`config.mk`:
```
export PLATFORM = sky130hd
export DESIGN_NAME = i2s_sample_arbiter_flat
export DESIGN_NICKNAME = d
export VERILOG_FILES = /design/src/rtl/i2s_sample_arbiter_if.sv /design/src/rtl/i2s_sample_arbiter.sv /design/src/flat_wrapper.sv
export SDC_FILE = /design/constraint.sdc
export NUM_CORES = 1
export LEC_CHECK = 0
export ABC_AREA = 1
export BUFFER_PORTS_ARGS = -buffer_cell sky130_fd_sc_hd__buf_2
export CAP_MARGIN = 20
export CORE_MARGIN = 1
export CORE_UTILIZATION = 45
export DETAILED_ROUTE_END_ITERATION = 10
export PLACE_DENSITY = 0.69
export SETUP_SLACK_MARGIN = 0.1
export SLEW_MARGIN = 40
export SYNTH_ARGS = -nofsm -noshare
export SYNTH_HDL_FRONTEND = slang
export SYNTH_SLANG_ARGS = --single-unit
```
`constraint.sdc`:
```
create_clock -name clk_i -period 1.95 [get_ports clk_i]
set_clock_uncertainty 0.1 [all_clocks]
set_input_delay 0.0975 -clock clk_i [delete_from_list [all_inputs] [get_ports clk_i]]
set_output_delay 0.0975 -clock clk_i [all_outputs]
set_load 0.1 [all_outputs]
```
`src/rtl/i2s_sample_arbiter_if.sv`:
```
// Sample-port bundle between the two audio requesters, the arbiter and the I2S DAC transmitter.
// The arbiter takes the slave side; whoever drives requests and consumes samples takes the master side.
interface i2s_sample_arbiter_if;
    logic               enable_i;
    logic [2:0]         atten_i;
    logic [1:0]         req_i;
    logic [1:0]         gnt_o;
    logic [1:0]         valid_i;
    logic [1:0]         ack_o;
    logic signed [23:0] src0_l_i;
    logic signed [23:0] src0_r_i;
    logic signed [23:0] src1_l_i;
    logic signed [23:0] src1_r_i;
    logic signed [23:0] sample_l_o;
    logic signed [23:0] sample_r_o;
    logic               sample_ready_o;
    logic               clear_underrun_i;
    logic [7:0]         underrun_cnt_o;

    modport slave (
        input  enable_i, atten_i, req_i, valid_i,
        input  src0_l_i, src0_r_i, src1_l_i, src1_r_i, clear_underrun_i,
        output gnt_o, ack_o, sample_l_o, sample_r_o, sample_ready_o, underrun_cnt_o
    );

    modport master (
        output enable_i, atten_i, req_i, valid_i,
        output src0_l_i, src0_r_i, src1_l_i, src1_r_i, clear_underrun_i,
        input  gnt_o, ack_o, sample_l_o, sample_r_o, sample_ready_o, underrun_cnt_o
    );
endinterface

```
`src/rtl/i2s_sample_arbiter.sv`:
```
// Frame-rate scheduler sharing the I2S DAC sample port between the alarm tone (src0, priority)
// and the distance beep (src1): one fetch per frame, attenuation, muting and underrun counting.
module i2s_sample_arbiter #(
    parameter int FRAME_CYCLES = 384
) (
    input  logic                 clk_i,
    input  logic                 reset_ni,
    i2s_sample_arbiter_if.slave  bus
);

    localparam int CW = $clog2(FRAME_CYCLES);
    localparam logic [CW-1:0] LAST  = CW'(FRAME_CYCLES - 1);
    localparam logic [CW-1:0] FETCH = CW'(FRAME_CYCLES - 2);

    logic [CW-1:0]      cnt;
    logic [1:0]         gnt;
    logic [1:0]         ack;
    logic               ready;
    logic signed [23:0] hold_l;
    logic signed [23:0] hold_r;
    logic signed [23:0] sample_l;
    logic signed [23:0] sample_r;
    logic [7:0]         underrun_cnt;

    logic               is_last;
    logic               is_fetch;
    logic               owner_req;
    logic               owner_valid;
    logic               underrun;
    logic signed [23:0] owner_l;
    logic signed [23:0] owner_r;

    assign is_last     = bus.enable_i && (cnt == LAST);
    assign is_fetch    = bus.enable_i && (cnt == FETCH);
    assign owner_req   = |(bus.req_i & gnt);
    assign owner_valid = |(bus.valid_i & gnt);
    assign underrun    = is_fetch && owner_req && !owner_valid;
    assign owner_l     = gnt[1] ? bus.src1_l_i : bus.src0_l_i;
    assign owner_r     = gnt[1] ? bus.src1_r_i : bus.src0_r_i;

    always_ff @(posedge clk_i or negedge reset_ni) begin
        if (!reset_ni) begin
            cnt <= '0;
        end else if (!bus.enable_i || cnt == LAST) begin
            cnt <= '0;
        end else begin
            cnt <= cnt + CW'(1);
        end
    end

    // Ownership only changes at the frame boundary, so a higher-priority request waits for it.
    always_ff @(posedge clk_i or negedge reset_ni) begin
        if (!reset_ni) begin
            gnt <= 2'b00;
        end else if (!bus.enable_i) begin
            gnt <= 2'b00;
        end else if (is_last) begin
            if (bus.req_i[0]) begin
                gnt <= 2'b01;
            end else if (bus.req_i[1]) begin
                gnt <= 2'b10;
            end else begin
                gnt <= 2'b00;
            end
        end
    end

    // A frame without a valid owner sample is fetched as silence.
    always_ff @(posedge clk_i or negedge reset_ni) begin
        if (!reset_ni) begin
            hold_l <= '0;
            hold_r <= '0;
            ack    <= 2'b00;
        end else begin
            ack <= 2'b00;
            if (is_fetch) begin
                if (owner_req && owner_valid) begin
                    hold_l <= owner_l;
                    hold_r <= owner_r;
                    ack    <= gnt;
                end else begin
                    hold_l <= '0;
                    hold_r <= '0;
                end
            end
        end
    end

    always_ff @(posedge clk_i or negedge reset_ni) begin
        if (!reset_ni) begin
            sample_l <= '0;
            sample_r <= '0;
            ready    <= 1'b0;
        end else begin
            ready <= is_last;
            if (is_last) begin
                sample_l <= hold_l >>> bus.atten_i;
                sample_r <= hold_r >>> bus.atten_i;
            end
        end
    end

    // A clear coinciding with an underrun keeps that underrun in the fresh count.
    always_ff @(posedge clk_i or negedge reset_ni) begin
        if (!reset_ni) begin
            underrun_cnt <= 8'd0;
        end else if (bus.clear_underrun_i) begin
            underrun_cnt <= underrun ? 8'd1 : 8'd0;
        end else if (underrun && underrun_cnt != 8'hFF) begin
            underrun_cnt <= underrun_cnt + 8'd1;
        end
    end

    assign bus.gnt_o          = bus.enable_i ? gnt : 2'b00;
    assign bus.ack_o          = bus.enable_i ? ack : 2'b00;
    assign bus.sample_ready_o = bus.enable_i ? ready : 1'b0;
    assign bus.sample_l_o     = sample_l;
    assign bus.sample_r_o     = sample_r;
    assign bus.underrun_cnt_o = underrun_cnt;

endmodule

```
`src/flat_wrapper.sv`:
```
// flat-port wrapper written by rule: the top's interface ports become plain ports
module i2s_sample_arbiter_flat 
#(
    parameter int FRAME_CYCLES = 384
)
  (clk_i, reset_ni, bus_enable_i, bus_atten_i, bus_req_i, bus_valid_i, bus_src0_l_i, bus_src0_r_i, bus_src1_l_i, bus_src1_r_i, bus_clear_underrun_i, bus_gnt_o, bus_ack_o, bus_sample_l_o, bus_sample_r_o, bus_sample_ready_o, bus_underrun_cnt_o);
  i2s_sample_arbiter_if bus_i ();
  input  logic clk_i;
  input  logic reset_ni;
  input wire logic [$bits(bus_i.enable_i)-1:0] bus_enable_i;
  input wire logic [$bits(bus_i.atten_i)-1:0] bus_atten_i;
  input wire logic [$bits(bus_i.req_i)-1:0] bus_req_i;
  input wire logic [$bits(bus_i.valid_i)-1:0] bus_valid_i;
  input wire logic [$bits(bus_i.src0_l_i)-1:0] bus_src0_l_i;
  input wire logic [$bits(bus_i.src0_r_i)-1:0] bus_src0_r_i;
  input wire logic [$bits(bus_i.src1_l_i)-1:0] bus_src1_l_i;
  input wire logic [$bits(bus_i.src1_r_i)-1:0] bus_src1_r_i;
  input wire logic [$bits(bus_i.clear_underrun_i)-1:0] bus_clear_underrun_i;
  output wire logic [$bits(bus_i.gnt_o)-1:0] bus_gnt_o;
  output wire logic [$bits(bus_i.ack_o)-1:0] bus_ack_o;
  output wire logic [$bits(bus_i.sample_l_o)-1:0] bus_sample_l_o;
  output wire logic [$bits(bus_i.sample_r_o)-1:0] bus_sample_r_o;
  output wire logic [$bits(bus_i.sample_ready_o)-1:0] bus_sample_ready_o;
  output wire logic [$bits(bus_i.underrun_cnt_o)-1:0] bus_underrun_cnt_o;
  assign bus_i.enable_i = bus_enable_i;
  assign bus_i.atten_i = bus_atten_i;
  assign bus_i.req_i = bus_req_i;
  assign bus_i.valid_i = bus_valid_i;
  assign bus_i.src0_l_i = bus_src0_l_i;
  assign bus_i.src0_r_i = bus_src0_r_i;
  assign bus_i.src1_l_i = bus_src1_l_i;
  assign bus_i.src1_r_i = bus_src1_r_i;
  assign bus_i.clear_underrun_i = bus_clear_underrun_i;
  assign bus_gnt_o = bus_i.gnt_o;
  assign bus_ack_o = bus_i.ack_o;
  assign bus_sample_l_o = bus_i.sample_l_o;
  assign bus_sample_r_o = bus_i.sample_r_o;
  assign bus_sample_ready_o = bus_i.sample_ready_o;
  assign bus_underrun_cnt_o = bus_i.underrun_cnt_o;
  i2s_sample_arbiter #(.FRAME_CYCLES(FRAME_CYCLES)) u_core (.clk_i(clk_i), .reset_ni(reset_ni), .bus(bus_i));
endmodule
```
# Word-level counts from Yosys, hierarchy flattened

Cells that the tools add are included.

Add/sub/neg operators: 2
Equal/unequal tests: 4
Shifts and indexed selects: 2
Muxes and demuxes: 17
Bitwise logic cells: 2
Reductions and logical operators: 12

Operators by type and width:

| cell                                           | count |
|---|---|
| two-way mux 24 bit                             | 4 |
| >>> shifter 24 x 3 -> 24 bit                   | 2 |
| == test 9 bit (second input constant)          | 2 |
| two-way mux 2 bit                              | 8 |
| two-way mux 8 bit                              | 2 |
| adder 9 x 1 -> 9 bit (second input constant)   | 1 |
| two-way mux 9 bit                              | 1 |
| adder 8 x 1 -> 8 bit (second input constant)   | 1 |
| != test 8 bit (second input constant)          | 1 |
| logical AND 1 bit                              | 6 |
| AND 2 bit                                      | 2 |
| OR reduction 2 bit                             | 2 |
| zero test 1 bit                                | 2 |
| two-way mux 1 bit                              | 2 |
| != test 2 x 1 -> 1 bit (second input constant) | 1 |
| nonzero test 2 bit                             | 1 |
| logical OR 1 bit                               | 1 |

Register bits after elaboration: 118
Input bits: 107
Output and inout port bits: 61
Word-level logic and storage cells: 48

# Longest topological paths before layout

Word-level depth: 7
Gate-level depth with buffers: 11
Mapped depth without buffers: 10

# Worst setup path after synthesis

OpenSTA, ideal clock, no wires.

Path kind: register to register
From: register u_core.underrun_cnt[0], in the netlist u_core.bus.underrun_cnt_o[0]
To: register u_core.underrun_cnt[3], in the netlist u_core.bus.underrun_cnt_o[3]
Setup time: 0.121 ns
Data arrival time: 1.976 ns
Data required time: 1.729 ns
Slack: -0.247 ns
Cell stages (with the launch flop): 9
Path buffers: 0
Period minus slack after synthesis: 2.197 ns
Cells stage by stage: dfrtp_1 -> ha_1 -> nand2_1 -> nor2_1 -> nand2_1 -> nand3_2 -> nand2_1 -> nand2_1 -> nand2_1

Longest elaborated chain between the ends: 3
Elaborated cells between the ends (all ways): 6
Classes of those cells: add/sub: 1; eq/ne: 1; mux: 2; reduce/logical: 2

Ends and longest elaborated chain:

| item                                                           | RTL line                                             | text |
|---|---|---|
| start, declared                                                | i2s_sample_arbiter.sv:23                             | `logic [7:0] underrun_cnt;` |
| start signal, assigned                                         | i2s_sample_arbiter.sv:108                            | `underrun_cnt <= underrun ? 8'd1 : 8'd0;` |
| start signal, assigned                                         | i2s_sample_arbiter.sv:110                            | `underrun_cnt <= underrun_cnt + 8'd1;` |
| adder 8 x 1 -> 8 bit / != test 8 bit (equally long branches)   | i2s_sample_arbiter.sv:110, i2s_sample_arbiter.sv:109 |  |
| two-way mux 8 bit / logical AND 1 bit (equally long branches)  | i2s_sample_arbiter.sv:109                            | `end else if (underrun && underrun_cnt != 8'hFF) begin` |
| two-way mux 8 bit / nonzero test 2 bit (equally long branches) | --                                                   |  |

Parallel ways exist; a longest one is shown, timed or not. The select of a mux whose other input is x is not followed.
A chain may end at the register's enable or synchronous reset.

# Final worst setup path

From: register u_core.gnt[1]
To: register u_core.hold_r[6]

Longest elaborated chain between the ends: 4
Elaborated cells between the ends (all ways): 7
Classes of those cells: mux: 2; bitwise: 2; reduce/logical: 3

Ends and longest elaborated chain:

| item                                  | RTL line                                           | text |
|---|---|---|
| start, declared                       | i2s_sample_arbiter.sv:16                           | `logic [1:0] gnt;` |
| start signal, assigned                | i2s_sample_arbiter.sv:54                           | `gnt <= 2'b00;` |
| start signal, assigned                | i2s_sample_arbiter.sv:56                           | `gnt <= 2'b00;` |
| start signal, assigned                | i2s_sample_arbiter.sv:59                           | `gnt <= 2'b01;` |
| AND 2 bit (on tied branches)          | i2s_sample_arbiter.sv:35, i2s_sample_arbiter.sv:36 |  |
| OR reduction 2 bit (on tied branches) | i2s_sample_arbiter.sv:35, i2s_sample_arbiter.sv:36 |  |
| logical AND 1 bit                     | i2s_sample_arbiter.sv:77                           | `if (owner_req && owner_valid) begin` |
| two-way mux 24 bit *                  | i2s_sample_arbiter.sv:77                           |  |
| end signal, assigned                  | i2s_sample_arbiter.sv:79                           | `hold_r <= owner_r;` |
| end, declared                         | i2s_sample_arbiter.sv:20                           | `logic signed [23:0] hold_r;` |

Every way passes the cells marked *; elsewhere a longest branch is shown, timed or not.

==> metrics.csv <==
stage,metric,value,unit
placement,hpwl,13160,microns
power,pwr_density_cell,706.0,nW/um^2
synthesis,ys_seq_area_share,41.89,%
critical_path,crit_type,reg2reg,
timing,hold_violations,0,
finish,layout_commonest_cell,nand2_1,
finish,drive_gt1_share,22.01,%
critical_path,worst_r2r_endpoint,u_core.hold_r[6],
synthesis,netlist_instances,1040,
run_status,outcome,completed,
timing,layout_min_cycle_time,1.884,ns
critical_path,r2r_start,u_core.gnt[1],
critical_path,r2r_slack,0.07,ns
drt,vias_per_cell,5.114,
job,cap_violations,0,
cts,clk_latency,0.42,ns
global_route,grt_usage,26.68,%
floorplan,coreArea,15260,sq um
power,leakage,5.292,nW
cts,htreeDepth,4,
synthesis,syn-mean-instance-area,6.778,sq um
critical_path,cp.arrival,2.10,ns
cts,cts_made_buffers,17,
global_route,grt_pass1_wl,33870,microns
timing,timing.hold.ws,0.003798,ns
floorplan,rows,45,
cts,clk_pin_slew,0.06,ns
cts,root_buffer,clkbuf_16,
timing,maxSlewViolCount,0,
critical_path,reg2reg_depth,5,
floorplan,dieWidth,127.2,microns
drt,num_vias,7655,
critical_path,critPathLaunchType,flip-flop,
power,finalPower,0.007038,W
drt,drtIter0Drc,636,
drt,detail_route.first_pass.iterations,7,
finish,final_nets,1383,
global_route,grt_start_max_net_pins,57,
critical_path,startpoint,u_core.gnt[1],
finish,diodes,0,
timing,finalSetupViolCount,0,
finish,area_delta_synth_final,41.41,%
drt,wire_per_inst,14.69,microns
timing,tightest_slew,0.7279,ns
drt,route.detailed.drc,0,
synthesis,yosys_warnings,0,
critical_path,crit_end,u_core.hold_r[6],
critical_path,cp-end-kind,flip-flop,
global_route,antenna_found_initial,0,
timing,rsz0062_at_grt,true,
cts,cts_tree,built,
synthesis,netlist_area,7049,sq um
cts,clock_sinks,118,
synthesis,synth-seq-cells,118,
timing,min_period_over_period,96.62,%
power,peakVddDrop,0.0006698,V
timing,fin_setup_tns,0,ns
finish,layout_common_cells,"nand2_1 (434), buf_2 (166), inv_1 (111), dfrtp_1 (111), nand3_1 (90)",
placement,port_buffers,167,
drt,wl,21990,microns
placement,gp_congestion,0.8752,
floorplan,initial_utilization,46.20,%
synthesis,yosysUniqueCellTypes,29,
global_route,grt_pass1_vias,6848,
timing,max_slew_margin,51.40,%
cts,cts_buffer_depth,2,
synthesis,syn_nets,1150,
critical_path,worstPathMaxFanout,32,
floorplan,dieArea,16170,sq um
global_route,overflow,0,
drt,postRouteAntennaNets,0,
timing,max_freq,0.5308,GHz
floorplan,num_io_pins,168,
critical_path,required,2.17,ns
worst_hold_path,hold_path.class,in2reg,
floorplan,die_h,127.2,microns
-- synth_stat cells --
master / n / area, sq um
xor2_1: 4 / 35.03
nor3b_1: 1 / 7.510
clkinv_1: 2 / 7.510
nor2_1: 27 / 101.4
a21oi_1: 15 / 75.07
o21ai_1: 10 / 50.05
nor3_1: 6 / 30.03
nand3_1: 91 / 455.4
dfrtp_1: 118 / 2953
o21ai_0: 74 / 370.4
inv_1: 112 / 420.4
nand2_2: 1 / 6.260
o2111ai_1: 25 / 219.0
buf_1: 8 / 30.03
nor2_2: 2 / 12.51
nor2_4: 2 / 22.52
nand3_2: 1 / 10.01
buf_6: 3 / 33.78
inv_2: 3 / 11.26
o211ai_1: 2 / 15.01
nand2_1: 438 / 1644
o31ai_1: 23 / 172.7
nand4_1: 3 / 18.77
ha_1: 3 / 37.54
o21bai_1: 5 / 37.54
clkbuf_1: 34 / 127.6
nand3b_1: 1 / 7.510
or2_2: 6 / 37.54
buf_2: 20 / 100.1
-- cells by family after synthesis --
| logic type | count (synthesis) | synth area share [%] |
|---|---|---|
| AO/OA/AOI/OAI | 154 | 13.33 |
| XOR/XNOR | 4 | 0.4969 |
| adder cells (fa/ha/maj) | 3 | 0.5325 |
| buffers and inverters | 182 | 10.37 |
| flip-flops | 118 | 41.89 |
| AND/OR/NAND/NOR | 579 | 33.39 |
-- timing repair --
action / 4_1_cts / 5_1_grt
setup endpoints to repair: 0 / 93
endpoints found under the hold margin: 169 / 2
resized for setup: 0 / 64
hold buffers: 76 / 2
buffers inserted: 0 / 8
-- worst min path at each step --
stage / start / endpoint / cells past startpoint
6_report: bus_src1_l_i[21] / u_core.hold_l[21] / 5
5_1_grt: bus_src1_l_i[21] / u_core.hold_l[21] / 5
4_1_cts: bus_src0_l_i[2] / u_core.hold_l[2] / 3
3_5_place_dp: reset_ni / u_core.hold_l[5] / 1
3_3_place_gp: reset_ni / u_core.ack[1] / 1
2_1_floorplan: reset_ni / u_core.ack[0] / 0
-- flip-flops by register name, summed over array words and instances (netlist names) --
name and count:
u_core.bus.sample_l_o 24, u_core.bus.sample_r_o 24, u_core.hold_l 24, u_core.hold_r 24, u_core.cnt 9, u_core.bus.underrun_cnt_o 8, u_core.ack 2, u_core.gnt 2
u_core.ready 1
-- report_power, final --
group	leakage, nW	internal, W	total, W	switching, W
Combinational	3.51	0.000344	0.00115	0.000808
Clock	0.313	0.00223	0.00333	0.00111
Sequential	1.46	0.00251	0.00255	0.0000378
-- per-layer routing --
layer	vias to the layer above	global-route usage (%)	routed length, microns
met5	-	0	0
met4	0	11.90	654
met3	54	4.899	1393
met2	339	39.50	9932
met1	3462	38.12	10010
li1	3800	-	-
-- worst max-delay path, stage by stage, from the launching register on --
cell,delay [ns]
dfrtp_2,0.45
buf_8,0.18
nand2_1,0.08
o21ai_0,0.09
dlygate4sd3_1,0.61
o31ai_2,0.26
-- layout make-up --
| class | instances | area [sq um] |
|---|---|---|
| fillers | 1258 | 5290 |
| well taps | 211 | 264.0 |
| clock buffers | 22 | 474.2 |
| clock inverters | 10 | 150.1 |
| flip-flops and latches | 118 | 2967 |
| inverters | 117 | 441.7 |
| multi-input cells | 740 | 3593 |
| repair buffers | 279 | 2078 |
-- stage by stage --
step           cells  area [sq um]  worst slack, ns  util (%)
2_1_floorplan   1040          7062           0.1475         -
3_3_place_gp    1373          8122           0.1608     53.23
3_5_place_dp    1373          8122           0.1567     53.23
4_1_cts         1481          9507           0.1048     62.30
5_1_grt         1497          9968        -0.009867     65.33
6_report        1497          9968          0.06592     65.33
Note: power is estimated with default switching activity, not from simulation.
